## config.mk

```make
export PLATFORM = sky130hd
export DESIGN_NAME = data_mem_arbiter
export DESIGN_NICKNAME = d
export VERILOG_FILES = /design/src/rtl/data_mem_arbiter.sv
export SDC_FILE = /design/constraint.sdc
export NUM_CORES = 1
export LEC_CHECK = 0
export CAP_MARGIN = 40
export CORE_ASPECT_RATIO = 1.2
export CORE_MARGIN = 2
export CORE_UTILIZATION = 43
export CTS_BUF_LIST = sky130_fd_sc_hd__clkbuf_4 sky130_fd_sc_hd__clkbuf_8 sky130_fd_sc_hd__clkbuf_16
export DETAILED_ROUTE_END_ITERATION = 8
export GPL_ROUTABILITY_DRIVEN = 0
export PLACE_DENSITY = 0.85
export SLEW_MARGIN = 30
export SYNTH_ARGS = -nofsm -noshare
export SYNTH_HDL_FRONTEND = slang
export SYNTH_SLANG_ARGS = --single-unit
```

## constraint.sdc

```tcl
create_clock -name clk -period 2.8 [get_ports clk]
set_clock_uncertainty 0.2 [all_clocks]
set_input_delay 0.7 -clock clk [delete_from_list [all_inputs] [get_ports clk]]
set_output_delay 0.7 -clock clk [all_outputs]
set_load 0.005 [all_outputs]
```

## src/rtl/data_mem_arbiter.sv

```systemverilog
// data_mem_arbiter: round-robin two-port sequencer in front of the single-ported DataMemory,
// one outstanding operation, read data captured READ_LAT cycles after the ACCESS cycle.
module data_mem_arbiter #(
    parameter int DATA_W = 8,
    parameter int ADDR_W = 8,
    parameter int READ_LAT = 1
) (
    input  logic              clk,
    input  logic              reset_n,
    input  logic              req0,
    input  logic              req1,
    input  logic              we0,
    input  logic              we1,
    input  logic [ADDR_W-1:0] addr0,
    input  logic [ADDR_W-1:0] addr1,
    input  logic [DATA_W-1:0] wdata0,
    input  logic [DATA_W-1:0] wdata1,
    output logic              gnt0,
    output logic              gnt1,
    output logic              rvalid0,
    output logic              rvalid1,
    output logic [DATA_W-1:0] rdata,
    output logic              busy,
    output logic              ReadMem,
    output logic              WriteMem,
    output logic [ADDR_W-1:0] data_addr,
    output logic [DATA_W-1:0] DataIn,
    input  logic [DATA_W-1:0] DataOut
);
    localparam logic [1:0] IDLE = 2'd0, ACCESS = 2'd1, WAIT = 2'd2, RETURN = 2'd3;
    logic [1:0] state, cnt;
    logic owner, lastGrant, win, winWe, capture;
    assign win = req0 && req1 ? !lastGrant : req1;
    assign winWe = win ? we1 : we0;
    // DataOut is sampled on the edge that ends the last read-latency cycle
    assign capture = state == WAIT ? cnt == 2'd0 : state == ACCESS && ReadMem && READ_LAT == 0;
    always_ff @(posedge clk or negedge reset_n) begin
        if (!reset_n) begin
            state <= IDLE;
            cnt <= 2'd0;
            owner <= 1'b0;
            lastGrant <= 1'b1;
            gnt0 <= 1'b0;
            gnt1 <= 1'b0;
            rvalid0 <= 1'b0;
            rvalid1 <= 1'b0;
            rdata <= '0;
            busy <= 1'b0;
            ReadMem <= 1'b0;
            WriteMem <= 1'b0;
            data_addr <= '0;
            DataIn <= '0;
        end else begin
            gnt0 <= 1'b0;
            gnt1 <= 1'b0;
            rvalid0 <= capture && !owner;
            rvalid1 <= capture && owner;
            if (capture) begin
                rdata <= DataOut;
                ReadMem <= 1'b0;
            end
            case (state)
                IDLE: if (req0 || req1) begin
                    data_addr <= win ? addr1 : addr0;
                    DataIn <= win ? wdata1 : wdata0;
                    WriteMem <= winWe;
                    ReadMem <= !winWe;
                    gnt0 <= !win;
                    gnt1 <= win;
                    owner <= win;
                    lastGrant <= win;
                    busy <= 1'b1;
                    state <= ACCESS;
                end
                ACCESS: if (WriteMem) begin
                    WriteMem <= 1'b0;
                    busy <= 1'b0;
                    state <= IDLE;
                end else if (capture) begin
                    state <= RETURN;
                end else begin
                    cnt <= 2'(READ_LAT - 1);
                    state <= WAIT;
                end
                WAIT: if (capture) state <= RETURN; else cnt <= cnt - 2'd1;
                RETURN: begin
                    busy <= 1'b0;
                    state <= IDLE;
                end
                default: state <= IDLE;
            endcase
        end
    end
endmodule
```

==> flow_metrics.py <==
metrics = {
    "power_and_ir_drop": {
        "irDropWorstVdd_mv": 0.488,
        "pwr_density_cell_mw_per_mm2": 1020,
        "p_leak_uw": 0.00112,
        "power_uw": 2520,
    },
    "cts": {
        "cts_root_buf": "clkbuf_8",
        "cts_tree": "done",
        "htree_levels": 2,
        "insertion_delay_ns": 0.28,
        "cts.sinks": 37,
        "postCtsResizedCells": 0,
        "clock_path_buffers": 2,
        "post-cts-setup-buffers": 0,
        "cts-buffers-inserted": 5,
        "hold_buffers": 0,
        "clk_pin_slew_ns": 0.07,
    },
    "synth": {
        "netlist_instances": 124,
        "yosysSeqAreaShare": 0.596,
        "ys_ff_latch": 37,
        "yosysMostFrequentCell": "dfrtp_1",
        "synth.net_count": 171,
        "yosysTopAreaCellShare": 0.579,
        "synth.distinct_cells": 27,
        "synth_edf_count": 0,
        "synth_commonest_cells": "36 x dfrtp_1, 17 x a221o_1, 16 x and3_1",
        "avgSynthCellArea_sq_um": 12.6,
        "synthArstFlopShare": 1.00,
        "synth_top_area_cell": "dfrtp_1",
        "netlist_area_sq_mm": 0.00156,
        "yosys_most_used_dff": "dfrtp_1",
        "synthTopCellsByArea": "dfrtp_1 58%, a221o_1 11%, and3_1 6.4%, mux2_2 5.8%, dfstp_2 1.7%",
        "ys_warn_count": 0,
    },
    "global_route": {
        "antenna_found_initial": 0,
        "grt_pass1_vias": 1444,
        "grt-ovfl-total": 0,
        "grt_usage": 0.208,
        "grt_max_degree": 38,
        "grt_pass1_wl_um": 6470,
    },
    "routing": {
        "met1_length_um": 1550,
        "routedWlPerCell_um": 16.9,
        "vias": 1343,
        "drc_errors": 2,
        "wirelength_um": 4050,
        "vias_per_cell": 5.60,
        "drtPass1Iterations": 6,
        "dr_wl_met2_um": 2150,
        "drt_iter0_drc": 55,
        "drtAntennaViolNets": 0,
        "top_layer_used": "met4",
        "wl_met3_um": 297,
    },
    "status": {
        "status": "complete, but fails checks",
        "violations": "design-rule violations",
    },
    "placed_design": {
        "portBuffers": 76,
        "dp_cells": 230,
        "dpl_cell_area_sq_mm": 0.00232,
        "dpl.hpwl_um": 3050,
    },
    "layout": {
        "antenna_cells": 0,
        "final_nets": 249,
        "layout-drive-gt1-share": 0.113,
        "instances_no_fill": 240,
        "syn2layout_area_growth_pct": 59.4,
        "final_area_sq_mm": 0.00248,
    },
    "floorplanning": {
        "die_x_um": 58.9,
        "start_util": 0.458,
        "design.portCount": 77,
        "coreArea_sq_mm": 0.00340,
        "die-area_sq_mm": 0.00412,
        "fp-row-count": 23,
        "die_height_um": 69.9,
    },
    "critical_path": {
        "cp.arrival_ns": 2.15,
        "end_kind": "flop",
        "worstPathRequired_ns": 2.73,
        "cp_cell_sequence": "clkdlybuf4s50_1, a21boi_1, clkbuf_4, and2_1, a222oi_1",
        "critPathKind": "in2reg",
        "r2r_slack_ns": 0.80,
        "r2r_cells": 4,
        "cp-start-kind": "primary input",
        "cpPeakStageDelay_ns": 0.53,
        "worst-path-max-fanout": 15,
        "crit_slowest_cell": "clkdlybuf4s50_1",
        "r2r-end": "data_addr[7]$_DFFE_PN0P_",
    },
    "timing": {
        "period_share": 0.792,
        "rsz0062_at_grt": "no",
        "min_period_ns": 2.22,
        "finalHoldViolations": 0,
        "setup_violations": 0,
        "finalMaxSlewViolations": 0,
        "worstMarginPinSlew_ns": 0.467,
        "fmax_mhz": 451,
        "finalSetupTns_ns": 0,
        "timing.slew.headroom": 0.688,
    },
    "min_path": {
        "holdCritPathClass": "in2async",
    },
    "run": {
        "cap_viol_max_count": 0,
    },
}
==> routing by layer <==
| layer | up-vias | global-route usage |
|---|---|---|
| met1 | 666 | 0.242 |
| met3 | 6 | 0.0537 |
| met4 | 0 | 0.0808 |
| met2 | 56 | 0.358 |
| li1 | 615 | - |
| met5 | - | 0 |
==> metrics by stage <==
stage / hold slack [ns] / utilization / worst slack (ns)
2_1_floorplan: 0.204 / - / 0.840
4_1_cts: 0.275 / 0.723 / 0.279
5_1_grt: 0.0717 / 0.731 / 0.464
3_5_place_dp: 0.258 / 0.683 / 0.0576
3_3_place_gp: 0.249 / 0.683 / 0.175
6_report: 0.0681 / 0.731 / 0.583
==> flip-flops by register name (all words and copies together) (netlist names), named ones only <==
register and cells:
busy 1, DataIn 8, WriteMem 1, state 1, rvalid0 1, data_addr 8, gnt1 1, owner 1
rdata 8, cnt 2, lastGrant 1, rvalid1 1, gnt0 1, ReadMem 1
==> cells in the final DEF, fill, tap and decap left out <==
cell type,count
clkdlybuf4s50_1,75
dfrtp_1,36
a221o_1,17
and3_1,16
mux2_2,8
inv_1,6
nor2_1,6
clkbuf_8,5
o21ai_0,3
or2b_1,2
nor3_1,2
nand2_1,2
a21oi_1,2
a211oi_1,2
a21o_1,2
bufinv_16,2
nand3_1,1
nor2_4,1
and3_4,1
a21boi_1,1
and2_1,1
nor2b_1,1
o31a_1,1
o21ai_1,1
a222oi_1,1
nand2b_1,1
ha_1,1
clkinv_2,1
buf_2,1
dfstp_2,1
buf_12,1
buf_4,1
clkbuf_4,1
==> power breakdown <==
group,switching [uW],internal (uW)
Sequential,172,777
Clock,180,354
Combinational,370,665
Total,723,1800
==> critical path, delay by kind of cell <==
kind | cells | cell delay [ns]
AND/OR/NAND/NOR | 1 | 0.23
buffers and inverters | 2 | 0.80
AO/OA/AOI/OAI | 2 | 0.41
==> area by class of cell <==
cell class                      instances  area [sq um]
Fill cell                             236           915
Inverter                                6          22.5
Tap cell                               37          46.3
Timing Repair Buffer                   79           791
Clock buffer                            5          68.8
Multi-Input combinational cell         73           561
Clock inverter                          3          65.1
Sequential cell                        37           927
==> cells by family after synthesis <==
group / share of synthesized area
compound gates: 0.165
fa+ha+maj: 0.00804
buf+inv: 0.0442
flops: 0.596
mux: 0.0579
simple gates: 0.129
==> how the worst max path moves through the flow <==
stage               startpoint                  endpoint  slack, ns  depth (start not counted)
detailed placement        req1      WriteMem$_DFFE_PN0P_       0.06                          4
global route              req1      WriteMem$_DFFE_PN0P_       0.46                          5
finish                    req1      WriteMem$_DFFE_PN0P_       0.58                          5
floorplan                 req1  data_addr[0]$_DFFE_PN0P_       0.84                          5
CTS                       req1      WriteMem$_DFFE_PN0P_       0.28                          4
global placement          req1      WriteMem$_DFFE_PN0P_       0.18                          4
Note: power is estimated with default switching activity, not from simulation.
